### config.mk
export PLATFORM = sky130hd
export DESIGN_NAME = tempsens_host_requester
export DESIGN_NICKNAME = d
export VERILOG_FILES = /design/src/rtl/tempsens_pkg.sv /design/src/rtl/tempsens_byte_timer.sv /design/src/rtl/tempsens_host_requester.sv
export SDC_FILE = /design/constraint.sdc
export NUM_CORES = 1
export LEC_CHECK = 0
export ABC_AREA = 1
export CORE_MARGIN = 1.5
export CORE_UTILIZATION = 50
export DETAILED_ROUTE_END_ITERATION = 7
export GPL_TIMING_DRIVEN = 0
export PLACE_DENSITY = 0.78
export REMOVE_ABC_BUFFERS = 1
export SYNTH_ARGS = -nofsm -noshare
export SYNTH_HDL_FRONTEND = slang
export SYNTH_SLANG_ARGS = --single-unit
### constraint.sdc
create_clock -name clk -period 3.1 [get_ports clk]
set_clock_uncertainty 0.15 [all_clocks]
set_input_delay 0.62 -clock clk [delete_from_list [all_inputs] [get_ports clk]]
set_output_delay 0.62 -clock clk [all_outputs]
set_load 0.01 [all_outputs]
### src/rtl/tempsens_pkg.sv
// Shared types and defaults for the temperature-sensor host requester.
// Holds the FSM state encoding, command codes and sample width.
package tempsens_pkg;

    localparam int SAMPLE_W = 16;

    localparam logic [7:0] START_CODE_DEF = 8'h00;
    localparam logic [7:0] STOP_CODE_DEF  = 8'hFF;

    typedef enum logic [2:0] {
        IDLE,
        SEND_START,
        WAIT_LO,
        WAIT_HI,
        SEND_STOP
    } state_e;

endpackage

### src/rtl/tempsens_byte_timer.sv
// Saturating inter-byte timer with clear/enable.
// tc is high once LIMIT cycles have elapsed since the last clear.
module tempsens_byte_timer #(
    parameter int TMR_W = 20,
    parameter int LIMIT = 1000000
) (
    input  logic clk,
    input  logic reset,
    input  logic clr,
    input  logic en,
    output logic tc
);

    localparam logic [TMR_W-1:0] TC_VAL = TMR_W'(LIMIT - 1);

    logic [TMR_W-1:0] cnt_q;
    logic [TMR_W-1:0] cnt_d;

    // Next count: clear wins, otherwise count up until the terminal value.
    always_comb begin
        cnt_d = cnt_q;
        if (clr) begin
            cnt_d = '0;
        end else if (en && (cnt_q != TC_VAL)) begin
            cnt_d = cnt_q + 1'b1;
        end
    end

    // Counter register.
    always_ff @(posedge clk) begin
        if (reset) begin
            cnt_q <= '0;
        end else begin
            cnt_q <= cnt_d;
        end
    end

    assign tc = en && (cnt_q == TC_VAL);

endmodule

### src/rtl/tempsens_host_requester.sv
// Host-side requester: sends START/STOP, reassembles low/high byte
// pairs into 16-bit samples and aborts the session on a stalled link.
module tempsens_host_requester
    import tempsens_pkg::*;
#(
    parameter logic [7:0] START_CODE     = START_CODE_DEF,
    parameter logic [7:0] STOP_CODE      = STOP_CODE_DEF,
    parameter int         TIMEOUT_CYCLES = 1000000,
    parameter int         TMR_W          = 20
) (
    input  logic        clk,
    input  logic        reset,
    input  logic        start,
    input  logic        stop,
    input  logic        tx_busy,
    output logic        tx_send,
    output logic [7:0]  tx_data,
    input  logic        rx_ready,
    input  logic [7:0]  rx_data,
    output logic [15:0] sample,
    output logic        sample_valid,
    output logic        active,
    output logic        timeout_err
);

    state_e               state_q, state_d;
    logic [7:0]           lo_q, lo_d;
    logic [SAMPLE_W-1:0]  sample_q, sample_d;
    logic                 sample_valid_q, sample_valid_d;
    logic [7:0]           tx_data_q, tx_data_d;
    logic                 rx_take;
    logic                 tmr_clr;
    logic                 tmr_en;
    logic                 tmr_tc;

    assign tmr_en  = (state_q == WAIT_LO) || (state_q == WAIT_HI);
    assign tmr_clr = (state_d != state_q) || rx_take;

    tempsens_byte_timer #(
        .TMR_W (TMR_W),
        .LIMIT (TIMEOUT_CYCLES)
    ) u_timer (
        .clk   (clk),
        .reset (reset),
        .clr   (tmr_clr),
        .en    (tmr_en),
        .tc    (tmr_tc)
    );

    // Session FSM: command handshakes, byte pairing, stop and timeout.
    always_comb begin
        state_d        = state_q;
        lo_d           = lo_q;
        sample_d       = sample_q;
        sample_valid_d = 1'b0;
        tx_data_d      = tx_data_q;
        tx_send        = 1'b0;
        timeout_err    = 1'b0;
        rx_take        = 1'b0;
        unique case (state_q)
            IDLE: begin
                if (start) begin
                    state_d = SEND_START;
                end
            end
            SEND_START: begin
                if (stop) begin
                    state_d = IDLE;
                end else if (!tx_busy) begin
                    tx_send   = 1'b1;
                    tx_data_d = START_CODE;
                    state_d   = WAIT_LO;
                end
            end
            WAIT_LO: begin
                if (stop) begin
                    state_d = SEND_STOP;
                end else if (rx_ready) begin
                    rx_take = 1'b1;
                    lo_d    = rx_data;
                    state_d = WAIT_HI;
                end else if (tmr_tc) begin
                    timeout_err = 1'b1;
                    state_d     = SEND_STOP;
                end
            end
            WAIT_HI: begin
                if (rx_ready) begin
                    rx_take        = 1'b1;
                    sample_d       = {rx_data, lo_q};
                    sample_valid_d = 1'b1;
                    state_d        = stop ? SEND_STOP : WAIT_LO;
                end else if (stop) begin
                    state_d = SEND_STOP;
                end else if (tmr_tc) begin
                    timeout_err = 1'b1;
                    state_d     = SEND_STOP;
                end
            end
            SEND_STOP: begin
                if (!tx_busy) begin
                    tx_send   = 1'b1;
                    tx_data_d = STOP_CODE;
                    state_d   = IDLE;
                end
            end
            default: begin
                state_d = IDLE;
            end
        endcase
    end

    // State and datapath registers.
    always_ff @(posedge clk) begin
        if (reset) begin
            state_q        <= IDLE;
            lo_q           <= '0;
            sample_q       <= '0;
            sample_valid_q <= 1'b0;
            tx_data_q      <= '0;
        end else begin
            state_q        <= state_d;
            lo_q           <= lo_d;
            sample_q       <= sample_d;
            sample_valid_q <= sample_valid_d;
            tx_data_q      <= tx_data_d;
        end
    end

    assign tx_data      = tx_data_d;
    assign sample       = sample_q;
    assign sample_valid = sample_valid_q;
    assign active       = (state_q != IDLE);

endmodule

==> qor.csv <==
metric;value;unit
outcome;complete, no violations;
Cell Pwr Density;372;nW/um2
Via Count;2404;
Die W;76.9;um
distinct cell type count after synthesis;32;
CTS buffer count;5;
core area;5200;um2
worst skew pair latency;0.31;ns
Mean Syn Cell Area;7.35;um2
vias in the first global route;2232;
EDFF count, synth;0;
Post-Layout Inst Area;3290;um2
row count;26;
# nets final;426;
ys flop type;dfxtp_1;
max incr delay on CP;0.55;ns
Slowest-stage cell, CP;clkdlybuf4s50_1;
Area Overhead vs Synth;20.2;%
setup violators final;0;
Period minus WS final;2.95;ns
Root Buffer;clkbuf_8;
Hold Buf Count CTS;0;
fillcell total;479;
Hold Vio Cnt, Final;0;
clk slew on worst S/H paths;0.11;ns
height of the die;76.9;um
DRT Wirelength;5600;um
Final Max Tran Viols;0;
FMAX;0.339;GHz
CP endpoint kind;output pin;
initial antenna violation count;0;
post-detailed-route count of antenna-violating nets;0;
drt pass-1 iters;4;
CP Max Fanout;9;
Hold Crit Class;register to register;
Required @ worst endpoint;2.33;ns
synth warn;0;
Max Buffers Root-to-Sink;2;
gp weighted congestion;0.940;
Worst setup SP type;input pin;
dpl cells;474;
Post-Syn Area;2730;um2
number of I/O pins;42;
non-filler cells, final;482;
largest net degree at the start of global routing;21;
Num Clock Sinks;56;
via-per-instance ratio;4.99;
layout cells sized above 1;0.143;
drt wl/cell;11.6;um
Max Cap Violations;0;
CTS H-tree lvls;2;
setup TNS;0;ns
Async SR Flop Fraction;0;
critical path class;input pin to output pin;
GRT Overall Usage;0.204;
sequential area share after synthesis;0.410;
unrepaired setup endpoints after global routing;false;
critical path cell sequence;clkdlybuf4s50_1, nor3_1, inv_1, o21ai_0, inv_1, clkdlybuf4s50_1;
first-pass GRT wire length;9920;um
Iteration-0 DRC Markers;118;
Yosys reg bits;56;
grt total ovfl;0;
critical path arrival;2.18;ns
Max VDD drop;0.291;mV
n_diodes;0;
Rel. slew slack;0.574;
I/O Buffers;41;
Leakage Power;0.00126;uW
DP Area;3180;um2
HPWL after detailed placement;4220;um
Final Power;1220;uW
Final period util;0.950;
Slew @ Worst Pin;0.638;ns
Mapped Cells;372;
Initial Utilization;0.525;
die area;5920;um2
DRC;0;
CTS tree;built;
==> timing repair <==
| item | in CTS | in global routing |
|---|---|---|
| resized for setup | 0 | 5 |
| setup buffers | 0 | 0 |
| endpoints found under the setup margin | 0 | 6 |
| endpoints found under the hold margin | 0 | 0 |
==> cells in the final DEF (no fill, tap or decap), drive strengths merged <==
cell and count:
ha 1, nor4 1, nand3b 1, a21oi 16, xor2 11, clkinvlp 1
nand3 17, o31ai 1, a22o 8, nand2 65, nor2 63, mux2i 1
clkdlybuf4s50 40, clkbuf 5, o221ai 1, nor3b 1, o21ai 34, dfxtp 56
inv 63, xnor2 4, dlymetal6s2s 1, clkinv 1, nor3 15, nand4 5
==> cells by family (layout without fill, tap and decap cells) <==
kind of cell	after synthesis	in the layout	share of synthesized area
buffers and inverters	71	111	0.106
AO/OA/AOI/OAI	60	60	0.124
flip-flops	56	56	0.410
XOR/XNOR	15	15	0.0481
adder cells (fa/ha/maj)	1	1	0.00458
AND/OR/NAND/NOR	168	168	0.303
multiplexers	1	1	0.00366
==> registers in the layout (all words and copies together) (netlist names) <==
register and count:
lo_q 8, sample 16, sample_valid 1, state_q 3
tx_data_q 8, u_timer.cnt_q 20
==> layout make-up <==
class                   instances  area, um2  share of cell area
repair buffers                 41        413               0.126
well taps                      70       87.6              0.0267
clock buffers                   5       68.8              0.0209
inverters                      62        233              0.0708
clock inverters                 3       27.5             0.00838
flip-flops and latches         56       1120               0.342
multi-input cells             245       1330               0.406
==> where the power goes <==
| group | internal [uW] | switching, uW | total (uW) |
|---|---|---|---|
| sequential | 722 | 2.92 | 725 |
| clock | 167 | 256 | 423 |
| combinational | 29.1 | 45.6 | 74.7 |
==> Yosys cell counts, types with 2 or more instances <==
library cell | count | area, um2
a21oi_1 | 15 | 75.1
a22o_1 | 8 | 70.1
buf_2 | 3 | 15.0
buf_6 | 2 | 22.5
clkbuf_1 | 3 | 11.3
dfxtp_1 | 56 | 1120
inv_1 | 54 | 203
inv_2 | 8 | 30.0
nand2_1 | 60 | 225
nand2_2 | 5 | 31.3
nand3_1 | 15 | 75.1
nand3_2 | 2 | 20.0
nand4_1 | 3 | 18.8
nand4_2 | 2 | 25.0
nor2_1 | 37 | 139
nor2_2 | 23 | 144
nor2_4 | 3 | 33.8
nor3_1 | 12 | 60.1
nor3_2 | 2 | 20.0
o21ai_0 | 34 | 170
xnor2_1 | 4 | 35.0
xor2_1 | 11 | 96.3
==> per-layer routing <==
layer  vias to the layer above  track usage  wire length, um
li1                       1261            -                -
met1                      1078        0.266             2690
met2                        57        0.335             2560
met3                         8       0.0464              278
met4                         0       0.0611               71
met5                         -            0                0
==> worst max-delay path: cells and delay by family <==
family	cells	cell delay (ns)
buf+inv	4	1.32
compound gates	1	0.16
simple gates	1	0.08
==> final timing paths <==
path                      end  depth (start not counted)        from  slack [ns]
min                   lo_q[7]                          2     lo_q[7]        0.31
max reg2reg  u_timer.cnt_q[3]                          8  state_q[1]        0.72
min reg2reg           lo_q[7]                          2     lo_q[7]        0.31
max                tx_data[7]                          6     tx_busy        0.15
==> through the flow <==
stage | utilization | setup slack (ns) | hold WS, ns
2_1_floorplan | - | 1.08 | 0.274
3_3_place_gp | 0.610 | 0.104 | 0.285
3_5_place_dp | 0.610 | 0.0440 | 0.291
4_1_cts | 0.629 | 0.102 | 0.307
5_1_grt | 0.631 | 0.00430 | 0.331
6_report | 0.631 | 0.154 | 0.307
Note: power is estimated with default switching activity, not from simulation.
